[src/rtl/fetch_pkg.sv]
// Shared definitions for the burst fetch buffer.
//   fetch_state_e      : fetch sequencer states
//   SYSBUS_RD_MEM_TAG  : request tag for a memory read
//   ipb / line_bytes   : geometry helpers shared by the top and the bench
package fetch_pkg;

    typedef enum logic [1:0] {IDLE, REQ, RESP, DRAIN} fetch_state_e;

    localparam logic       SYSBUS_READ   = 1'b1;
    localparam logic [3:0] SYSBUS_MEMORY = 4'b0001;
    localparam int         SYSBUS_RD_MEM_TAG = (int'(SYSBUS_READ) << 12) | (int'(SYSBUS_MEMORY) << 8);

    // instructions carried by one bus beat
    function automatic int ipb(input int bus_w, input int inst_w);
        return bus_w / inst_w;
    endfunction

    // bytes covered by one full burst
    function automatic int line_bytes(input int beats, input int bus_w);
        return beats * bus_w / 8;
    endfunction

endpackage

[src/rtl/fetch_fifo.sv]
// Instruction FIFO holding {pc, inst} pairs.
//   clk, reset  : clock, synchronous active-high reset
//   flush       : drop all entries this cycle (wins over writes and the read)
//   wr_en/wr_pc/wr_inst : up to IPB writes per cycle, compacted in slot order
//   rd_en       : pop the head when rd_valid
//   rd_valid/rd_pc/rd_inst : head entry (zero when empty)
//   free_slots  : DEPTH minus occupancy
module fetch_fifo #(
    parameter int DEPTH = 32,
    parameter int IPB   = 2,
    parameter int IW    = 32,
    localparam int AW   = $clog2(DEPTH)
) (
    input  logic                     clk,
    input  logic                     reset,
    input  logic                     flush,
    input  logic [IPB-1:0]           wr_en,
    input  logic [IPB-1:0][63:0]     wr_pc,
    input  logic [IPB-1:0][IW-1:0]   wr_inst,
    input  logic                     rd_en,
    output logic                     rd_valid,
    output logic [63:0]              rd_pc,
    output logic [IW-1:0]            rd_inst,
    output logic [AW:0]              free_slots
);

    logic [63:0]   pc_mem   [DEPTH];
    logic [IW-1:0] inst_mem [DEPTH];
    logic [AW:0]   wr_ptr, rd_ptr, count, wr_cnt;
    logic [IPB-1:0][AW-1:0] wr_addr;

    // Enabled slots land in consecutive entries, skipping disabled ones.
    always_comb begin
        wr_cnt  = '0;
        wr_addr = '0;
        for (int j = 0; j < IPB; j++) begin
            wr_addr[j] = wr_ptr[AW-1:0] + wr_cnt[AW-1:0];
            wr_cnt     = wr_cnt + (AW+1)'(wr_en[j]);
        end
    end

    assign count      = wr_ptr - rd_ptr;
    assign rd_valid   = (count != '0);
    assign free_slots = (AW+1)'(DEPTH) - count;
    assign rd_pc      = rd_valid ? pc_mem[rd_ptr[AW-1:0]]   : '0;
    assign rd_inst    = rd_valid ? inst_mem[rd_ptr[AW-1:0]] : '0;

    always_ff @(posedge clk) begin
        for (int j = 0; j < IPB; j++) begin
            if (wr_en[j]) begin
                pc_mem[wr_addr[j]]   <= wr_pc[j];
                inst_mem[wr_addr[j]] <= wr_inst[j];
            end
        end
    end

    always_ff @(posedge clk) begin
        if (reset || flush) begin
            wr_ptr <= '0;
            rd_ptr <= '0;
        end else begin
            wr_ptr <= wr_ptr + wr_cnt;
            if (rd_en && rd_valid) rd_ptr <= rd_ptr + (AW+1)'(1);
        end
    end

endmodule

[src/rtl/fetch_burst_buffer.sv]
// Burst instruction fetch: requests aligned lines on Sysbus, splits each
// beat into instructions, buffers them and hands them to decode.
//   clk, reset, entry         : clock, sync active-high reset, reset PC
//   bus_req*/bus_resp*        : Sysbus read request / response beats
//   inst_valid/inst_ready/inst/inst_pc : decode handshake
//   redirect/redirect_pc      : flush and restart at a new PC
//   halted                    : a zero instruction stopped fetch
module fetch_burst_buffer
    import fetch_pkg::*;
#(
    parameter int BUS_DATA_WIDTH = 64,
    parameter int BUS_TAG_WIDTH  = 13,
    parameter int INST_WIDTH     = 32,
    parameter int BURST_BEATS    = 8,
    parameter int FIFO_DEPTH     = 32
) (
    input  logic                      clk,
    input  logic                      reset,
    input  logic [63:0]               entry,
    output logic                      bus_reqcyc,
    output logic [BUS_DATA_WIDTH-1:0] bus_req,
    output logic [BUS_TAG_WIDTH-1:0]  bus_reqtag,
    input  logic                      bus_reqack,
    input  logic                      bus_respcyc,
    output logic                      bus_respack,
    input  logic [BUS_DATA_WIDTH-1:0] bus_resp,
    input  logic [BUS_TAG_WIDTH-1:0]  bus_resptag,
    output logic                      inst_valid,
    input  logic                      inst_ready,
    output logic [INST_WIDTH-1:0]     inst,
    output logic [63:0]               inst_pc,
    input  logic                      redirect,
    input  logic [63:0]               redirect_pc,
    output logic                      halted
);

    localparam int IPB        = ipb(BUS_DATA_WIDTH, INST_WIDTH);
    localparam int LB         = line_bytes(BURST_BEATS, BUS_DATA_WIDTH);
    localparam int BEAT_BYTES = BUS_DATA_WIDTH / 8;
    localparam int INST_BYTES = INST_WIDTH / 8;
    localparam int FAW        = $clog2(FIFO_DEPTH);
    localparam int CW         = $clog2(BURST_BEATS) + 1;
    localparam logic [63:0]  LINE_MASK  = ~(64'(LB) - 64'd1);
    localparam logic [FAW:0] LINE_INSTS = (FAW+1)'(BURST_BEATS * IPB);

    fetch_state_e state;
    logic [63:0]  fetch_pc, line_base;
    logic [CW-1:0] beat_cnt;
    logic [FAW:0] free_slots;
    logic         beat_take, last_beat, zero_seen;
    logic [IPB-1:0] slot_elig, slot_push;
    logic [IPB-1:0][63:0] slot_pc;
    logic [IPB-1:0][INST_WIDTH-1:0] slot_inst;

    wire unused_resptag = ^bus_resptag;

    assign bus_reqtag  = BUS_TAG_WIDTH'(SYSBUS_RD_MEM_TAG);
    assign bus_reqcyc  = (state == REQ);
    assign bus_req     = (state == REQ) ? BUS_DATA_WIDTH'(fetch_pc & LINE_MASK) : '0;
    // DRAIN keeps acking so the bus can finish the burst it already started.
    assign bus_respack = bus_respcyc && (state == RESP || state == DRAIN);
    assign beat_take   = bus_respack;
    assign last_beat   = beat_take && (beat_cnt == CW'(BURST_BEATS - 1));

    // Slot j of the current beat. Slots below fetch_pc (unaligned entry) are
    // skipped; the first zero and everything after it in the beat is dropped.
    always_comb begin
        zero_seen = 1'b0;
        slot_pc   = '0;
        slot_inst = '0;
        slot_elig = '0;
        slot_push = '0;
        for (int j = 0; j < IPB; j++) begin
            slot_pc[j]   = line_base + 64'(beat_cnt) * 64'(BEAT_BYTES) + 64'(j) * 64'(INST_BYTES);
            slot_inst[j] = bus_resp[j*INST_WIDTH +: INST_WIDTH];
            slot_elig[j] = (state == RESP) && bus_respcyc && !halted && (slot_pc[j] >= fetch_pc);
            zero_seen    = zero_seen | (slot_elig[j] && (slot_inst[j] == '0));
            slot_push[j] = slot_elig[j] && !zero_seen;
        end
    end

    always_ff @(posedge clk) begin
        if (reset) begin
            state     <= IDLE;
            fetch_pc  <= entry;
            line_base <= '0;
            beat_cnt  <= '0;
            halted    <= 1'b0;
        end else begin
            if (beat_take) beat_cnt <= last_beat ? '0 : beat_cnt + CW'(1);
            if (zero_seen) halted <= 1'b1;
            case (state)
                IDLE:  if (!halted && free_slots >= LINE_INSTS) state <= REQ;
                REQ:   if (bus_reqack) begin
                           state     <= RESP;
                           line_base <= fetch_pc & LINE_MASK;
                           beat_cnt  <= '0;
                       end
                RESP:  if (last_beat) begin
                           fetch_pc <= line_base + 64'(LB);
                           state    <= IDLE;
                       end
                DRAIN: if (last_beat) state <= IDLE;
                default: state <= IDLE;
            endcase
            if (redirect) begin
                fetch_pc <= redirect_pc;
                halted   <= 1'b0;
                case (state)
                    REQ:     state <= bus_reqack ? DRAIN : IDLE;
                    RESP,
                    DRAIN:   state <= last_beat ? IDLE : DRAIN;
                    default: state <= IDLE;
                endcase
                // an ack in REQ starts a fresh burst count for the drain
                if (state == REQ && bus_reqack) beat_cnt <= '0;
            end
        end
    end

    fetch_fifo #(.DEPTH(FIFO_DEPTH), .IPB(IPB), .IW(INST_WIDTH)) u_fifo (
        .clk        (clk),
        .reset      (reset),
        .flush      (redirect),
        .wr_en      (slot_push),
        .wr_pc      (slot_pc),
        .wr_inst    (slot_inst),
        .rd_en      (inst_ready),
        .rd_valid   (inst_valid),
        .rd_pc      (inst_pc),
        .rd_inst    (inst),
        .free_slots (free_slots)
    );

endmodule

[config.mk]
export PLATFORM = sky130hd
export DESIGN_NAME = fetch_burst_buffer
export DESIGN_NICKNAME = d
export VERILOG_FILES = /design/src/rtl/fetch_pkg.sv /design/src/rtl/fetch_fifo.sv /design/src/rtl/fetch_burst_buffer.sv
export SDC_FILE = /design/constraint.sdc
export NUM_CORES = 2
export LEC_CHECK = 0
export CAP_MARGIN = 0
export CORE_MARGIN = 5
export CORE_UTILIZATION = 45
export CTS_CLUSTER_SIZE = 20
export DETAILED_ROUTE_END_ITERATION = 7
export GPL_ROUTABILITY_DRIVEN = 1
export SYNTH_ARGS = -nofsm -noshare
export SYNTH_HDL_FRONTEND = slang
export SYNTH_SLANG_ARGS = --single-unit
[constraint.sdc]
create_clock -name clk -period 10.9 [get_ports clk]
set_input_delay 1.635 -clock clk [delete_from_list [all_inputs] [get_ports clk]]
set_output_delay 1.635 -clock clk [all_outputs]
set_load 0.005 [all_outputs]
# Word-level counts from Yosys, hierarchy flattened
# Memory sizes are Yosys's and may differ from the RTL's. A register that Yosys moved wholly into a read port is not among the register bits.
# Index checks and enable logic that the tools add are counted.
# op_classes
bitwise,1
n_addsub,10
mul,0
n_mux,29
n_div,0
n_eq_ne,7
n_reduce_logical,29
n_lt_le_gt_ge,3
shift,0
# ops
cell,count
$mux W64,6
$ge A64 B64 Y1,2
$add A64 B3 Y64 const B,1
$add A64 B7 Y64,1
$add A64 B7 Y64 const B,1
$logic_not A32 Y1,2
$mux W32,1
$mux W4,6
$mux W5,4
$logic_and A1 B1 Y1,13
$mux W2,6
$add A6 B1 Y6 const B,1
$add A6 B6 Y6,1
$ge A6 B5 Y1 const B,1
$ne A3 B1 Y1 const B,2
$pmux W2 S3,1
$reduce_bool A3 Y1,2
$reduce_bool A6 Y1,1
$sub A6 B6 Y6,1
$sub A6 B6 Y6 const A,1
$add A5 B1 Y5,1
$add A4 B1 Y4 const B,1
$eq A2 B2 Y1 const B,2
$eq A4 B3 Y1 const B,1
12 further kinds,20
# totals
n_memories,2
romBits,0
wordCells,88
mem_bits_rw,3072
ff_bits,141
output_inout_bits,177
latch_bits,0
# memory_table
memory,words,word_bits,read_ports,rd_clocked_by_memory_dff,write_ports,line,source
u_fifo.pc_mem,32,64,1,1,2,fetch_fifo.sv:27,logic [63:0] pc_mem [DEPTH];
u_fifo.inst_mem,32,32,1,1,2,fetch_fifo.sv:28,logic [IW-1:0] inst_mem [DEPTH];

# Logic depth before layout (Yosys ltp)
# logic_depth
ltp_word,10
mapped_depth,33

# By module
# From an unflattened synthesis, not the netlist that was laid out.
# hier_totals
cells_unflattened,9771
hier_area_um2,165852.8
# by_module_without_submodules
module,n_inst,area_each_um2,cells_each
fetch_fifo,1,155806.9,8585
fetch_burst_buffer,1,10045.9,1186

# Least setup slack after synthesis
# No wires, ideal clock.
# synth_path
path_kind,flip-flop to flip-flop
from,register line_base[6]
to,memory u_fifo.inst_mem[5][0] (enable)
path_stages_with_launch,32
required_time_ps,10454
arrival_time_ps,9152
slack_ps,1302
period_less_slack_ps,9598
cell_sequence,dfxtp_1 -> ha_1 -> ha_1 -> inv_1 -> nor4_2 -> nand4_1 -> or2_1 -> clkbuf_1 -> or4_1 -> xor2_1 -> clkbuf_1 -> inv_1 -> ha_1 -> nand2_1 -> nor4_1 -> nand3_1 -> or4_1 -> a21o_1 -> clkbuf_1 -> clkbuf_1 -> and2_1 -> nor3_1 -> ha_1 -> nand2_1 -> xnor2_1 -> a2bb2oi_1 -> or2_2 -> clkbuf_1 -> a2111oi_0 -> a21oi_1 -> clkbuf_1 -> inv_1
# synth_rtl
item,line,source
from (decl),fetch_burst_buffer.sv:47,"logic [63:0] fetch_pc, line_base;"
from (signal assigned),fetch_burst_buffer.sv:96,line_base <= fetch_pc & LINE_MASK;
to (decl),fetch_fifo.sv:28,

==> results.cfg <==
[timing]
timing.final.ws_setup_ns = 0.606
rsz0062_at_grt = false
hold_viol_final = 0
finalSetupViolCount = 0
maxSlewHeadroom_pct = 6.59
worst_slew_pin_slew_ns = 1.40
min_period_ns = 10.29
slew_viol_final = 0
tns_ns = 0
timing.hold.ws_ns = 0.452
skew_ns = 0.0967
fin_crit_sh_pct = 94.4
fmax_mhz = 97.1

[setup_path]
crit_top_cell = ha_1
setup.worst_path.start = line_base[6]
path_max_fanout = 42
cp_slowest_cell = nor4_1
r2r_slack_ns = 0.61
crit_required_ns = 11.44
cp_data_arrival_time_ns = 10.83
startpoint_type = flip-flop
path_class = flip-flop to flip-flop
timing.rr.end = u_fifo.pc_mem[24][27]
cp_slowest_stage_delay_ns = 0.85
r2r_cells = 28
r2r_start = line_base[6]
critPathCaptureType = flip-flop
cp-endpoint = u_fifo.pc_mem[24][27]

[clock_network]
hold_buffers = 0
cts_root_buf = clkbuf_16
cts_buffers = 345
htree_levels = 5
post_cts_buffers = 0
numClockSinks = 3154
clkTransAtPathRegs_ns = 0.06
clock_path_buffers = 4
cts_tree = built
clk_latency_ns = 0.96
cts_resized = 0

[cells_and_area]
syn2layout_area_growth_pct = 13.2
final_common_cell = edfxtp_1
fin_util_pct = 51.1
final_cell_mix = edfxtp_1, nor2_1, mux2_2
drive_gt1_share_pct = 29.1
nets = 9989

[floorplan]
pin_count = 388
core_mm2 = 0.330
die_x_um = 585
dieArea_mm2 = 0.342
num_rows = 211
initial_core_util_pct = 45.1
die_y_um = 585

[route]
firstDrtPassIters = 5
route.detailed.wl_per_inst_um = 34.0
ant_nets = 0
first_iter_violations = 12400
vias_per_cell = 6.28
wl_mm = 487
via_count = 90100
drc = 0

[power]
p_leak_nw = 45.7
total_power_mw = 26.6
ir_worst_vdd_mv = 0.118
power_density_mw_per_mm2 = 158

[synthesis]
postSynthCellCount = 9674
avgSynthCellArea_um2 = 15.4
synthFlopType = edfxtp_1
ys_ff_latch = 3154
syn_area_mm2 = 0.149
synth.distinct_cells = 65
ys_seq_area_share_pct = 62.9
synth_edf_count = 3040
yosysWarnings = 0
async_reset_ff_share_pct = 0

[min_path]
hold_path.class = flip-flop to flip-flop

[place]
place_congestion = 0.925
dp_slack_ns = 0.809
io_buffers = 353
dp_hpwl_mm = 269

[status]
status = finished, final reports clean

[global_route]
globalRouteOverflowTotal = 0
grt_pass1_wl_mm = 685
grt_usage_pct = 28.1
grt_pass1_vias = 90500
antenna_found_initial = 25
grt_max_degree = 119

[flow_run]
maxCapViolations = 0
[synthesized netlist by cell type, types with 16 or more instances]
cell,instances,area share [%]
edfxtp_1,3040,61
and2_1,76,0.32
buf_6,57,0.43
mux4_2,940,14
ha_1,76,0.64
dfxtp_1,114,1.5
nand4_1,51,0.21
nor2b_1,161,0.68
nor2_1,2005,5.1
a21o_1,29,0.15
o21ai_0,85,0.29
xnor2_1,73,0.43
xor2_1,45,0.26
nand2b_1,21,0.088
a21oi_1,102,0.34
mux2_1,58,0.44
inv_1,172,0.43
or3_1,19,0.080
mux2i_1,104,0.70
buf_4,54,0.27
a22o_1,63,0.37
mux2_2,972,7.4
a211oi_1,16,0.081
buf_2,58,0.20
nand3_1,52,0.17
clkbuf_1,811,2.0
nand2_1,158,0.40
buf_1,59,0.15
nor4_4,23,0.33
nor4_1,27,0.11
nor3_1,32,0.11
[worst min path at each step]
stage | from | to | slack (ns) | depth (start not counted)
2_1_floorplan | u_fifo.pc_mem[14][2] | u_fifo.pc_mem[14][2] | 0.42 | 1
3_3_place_gp | u_fifo.pc_mem[21][2] | u_fifo.pc_mem[21][2] | 0.43 | 1
3_5_place_dp | u_fifo.pc_mem[20][2] | u_fifo.pc_mem[20][2] | 0.44 | 1
4_1_cts | u_fifo.pc_mem[20][2] | u_fifo.pc_mem[20][2] | 0.45 | 1
5_1_grt | u_fifo.pc_mem[20][2] | u_fifo.pc_mem[20][2] | 0.47 | 1
6_report | u_fifo.pc_mem[20][2] | u_fifo.pc_mem[20][2] | 0.45 | 1
[registers in the layout, indices dropped and copies added, names as in the netlist, named ones only]
register and cells:
beat_cnt 4, fetch_pc 64, halted 1, line_base 58, state 2, u_fifo.inst_mem 1024
u_fifo.pc_mem 1984, u_fifo.rd_ptr 6, u_fifo.wr_ptr 6
[stage by stage]
step / cell area, µm² / instances
3_5_place_dp: 158000 / 13700
5_1_grt: 168000 / 14300
3_3_place_gp: 158000 / 13700
6_report: 169000 / 14300
2_1_floorplan: 149000 / 9693
4_1_cts: 168000 / 14300
[power by group]
group	internal (mW)	total [mW]	switching, mW
Sequential	13.2	13.3	0.0728
Combinational	0.822	1.78	0.957
Clock	6.64	11.6	4.91
[routing by layer]
metal  share of wire, %  routed length [µm]  vias to the layer above  global-route usage (%)
met3                9.7               47100                      879                    5.48
met4                3.9               18900                       10                    9.68
met1                 39              189000                    47500                    38.5
li1                   -                   -                    36500                       -
met2                 48              232000                     5212                    45.2
met5              0.014                  69                        -                       0
[worst max-delay path: cells and delay by family, from the launching register on]
kind | cells | cell delay [ns]
AO/OA/AOI/OAI | 3 | 1.57
XOR/XNOR | 1 | 0.19
adder cells (fa/ha/maj) | 5 | 1.44
buffers and inverters | 6 | 1.61
flip-flops | 1 | 0.48
AND/OR/NAND/NOR | 13 | 4.55
[final cells by class]
class                      count  area, µm²
antenna                        9       22.5
clock buffer                 437       9290
clock inverter               174       1640
fill                       27100     161000
inverter                     172        886
multi-input combinational   5328      50800
sequential                  3154      93600
tap                         4366       5460
timing repair buffer         699       6790
[logic make-up (layout without fill, tap and decap cells)]
kind of cell	after synthesis	in the layout	synth area share [%]
DFF	3154	3154	62.9
and+or+nand+nor	2673	2673	7.83
muxes	2074	2074	22.7
buffers and inverters	1211	1482	3.53
AOI/OAI and AO/OA	364	364	1.67
xor gates and xnor gates	118	118	0.695
adders and majority gates	78	78	0.666
other	2	30	0.00505
Power figures use the tool's default switching activity.
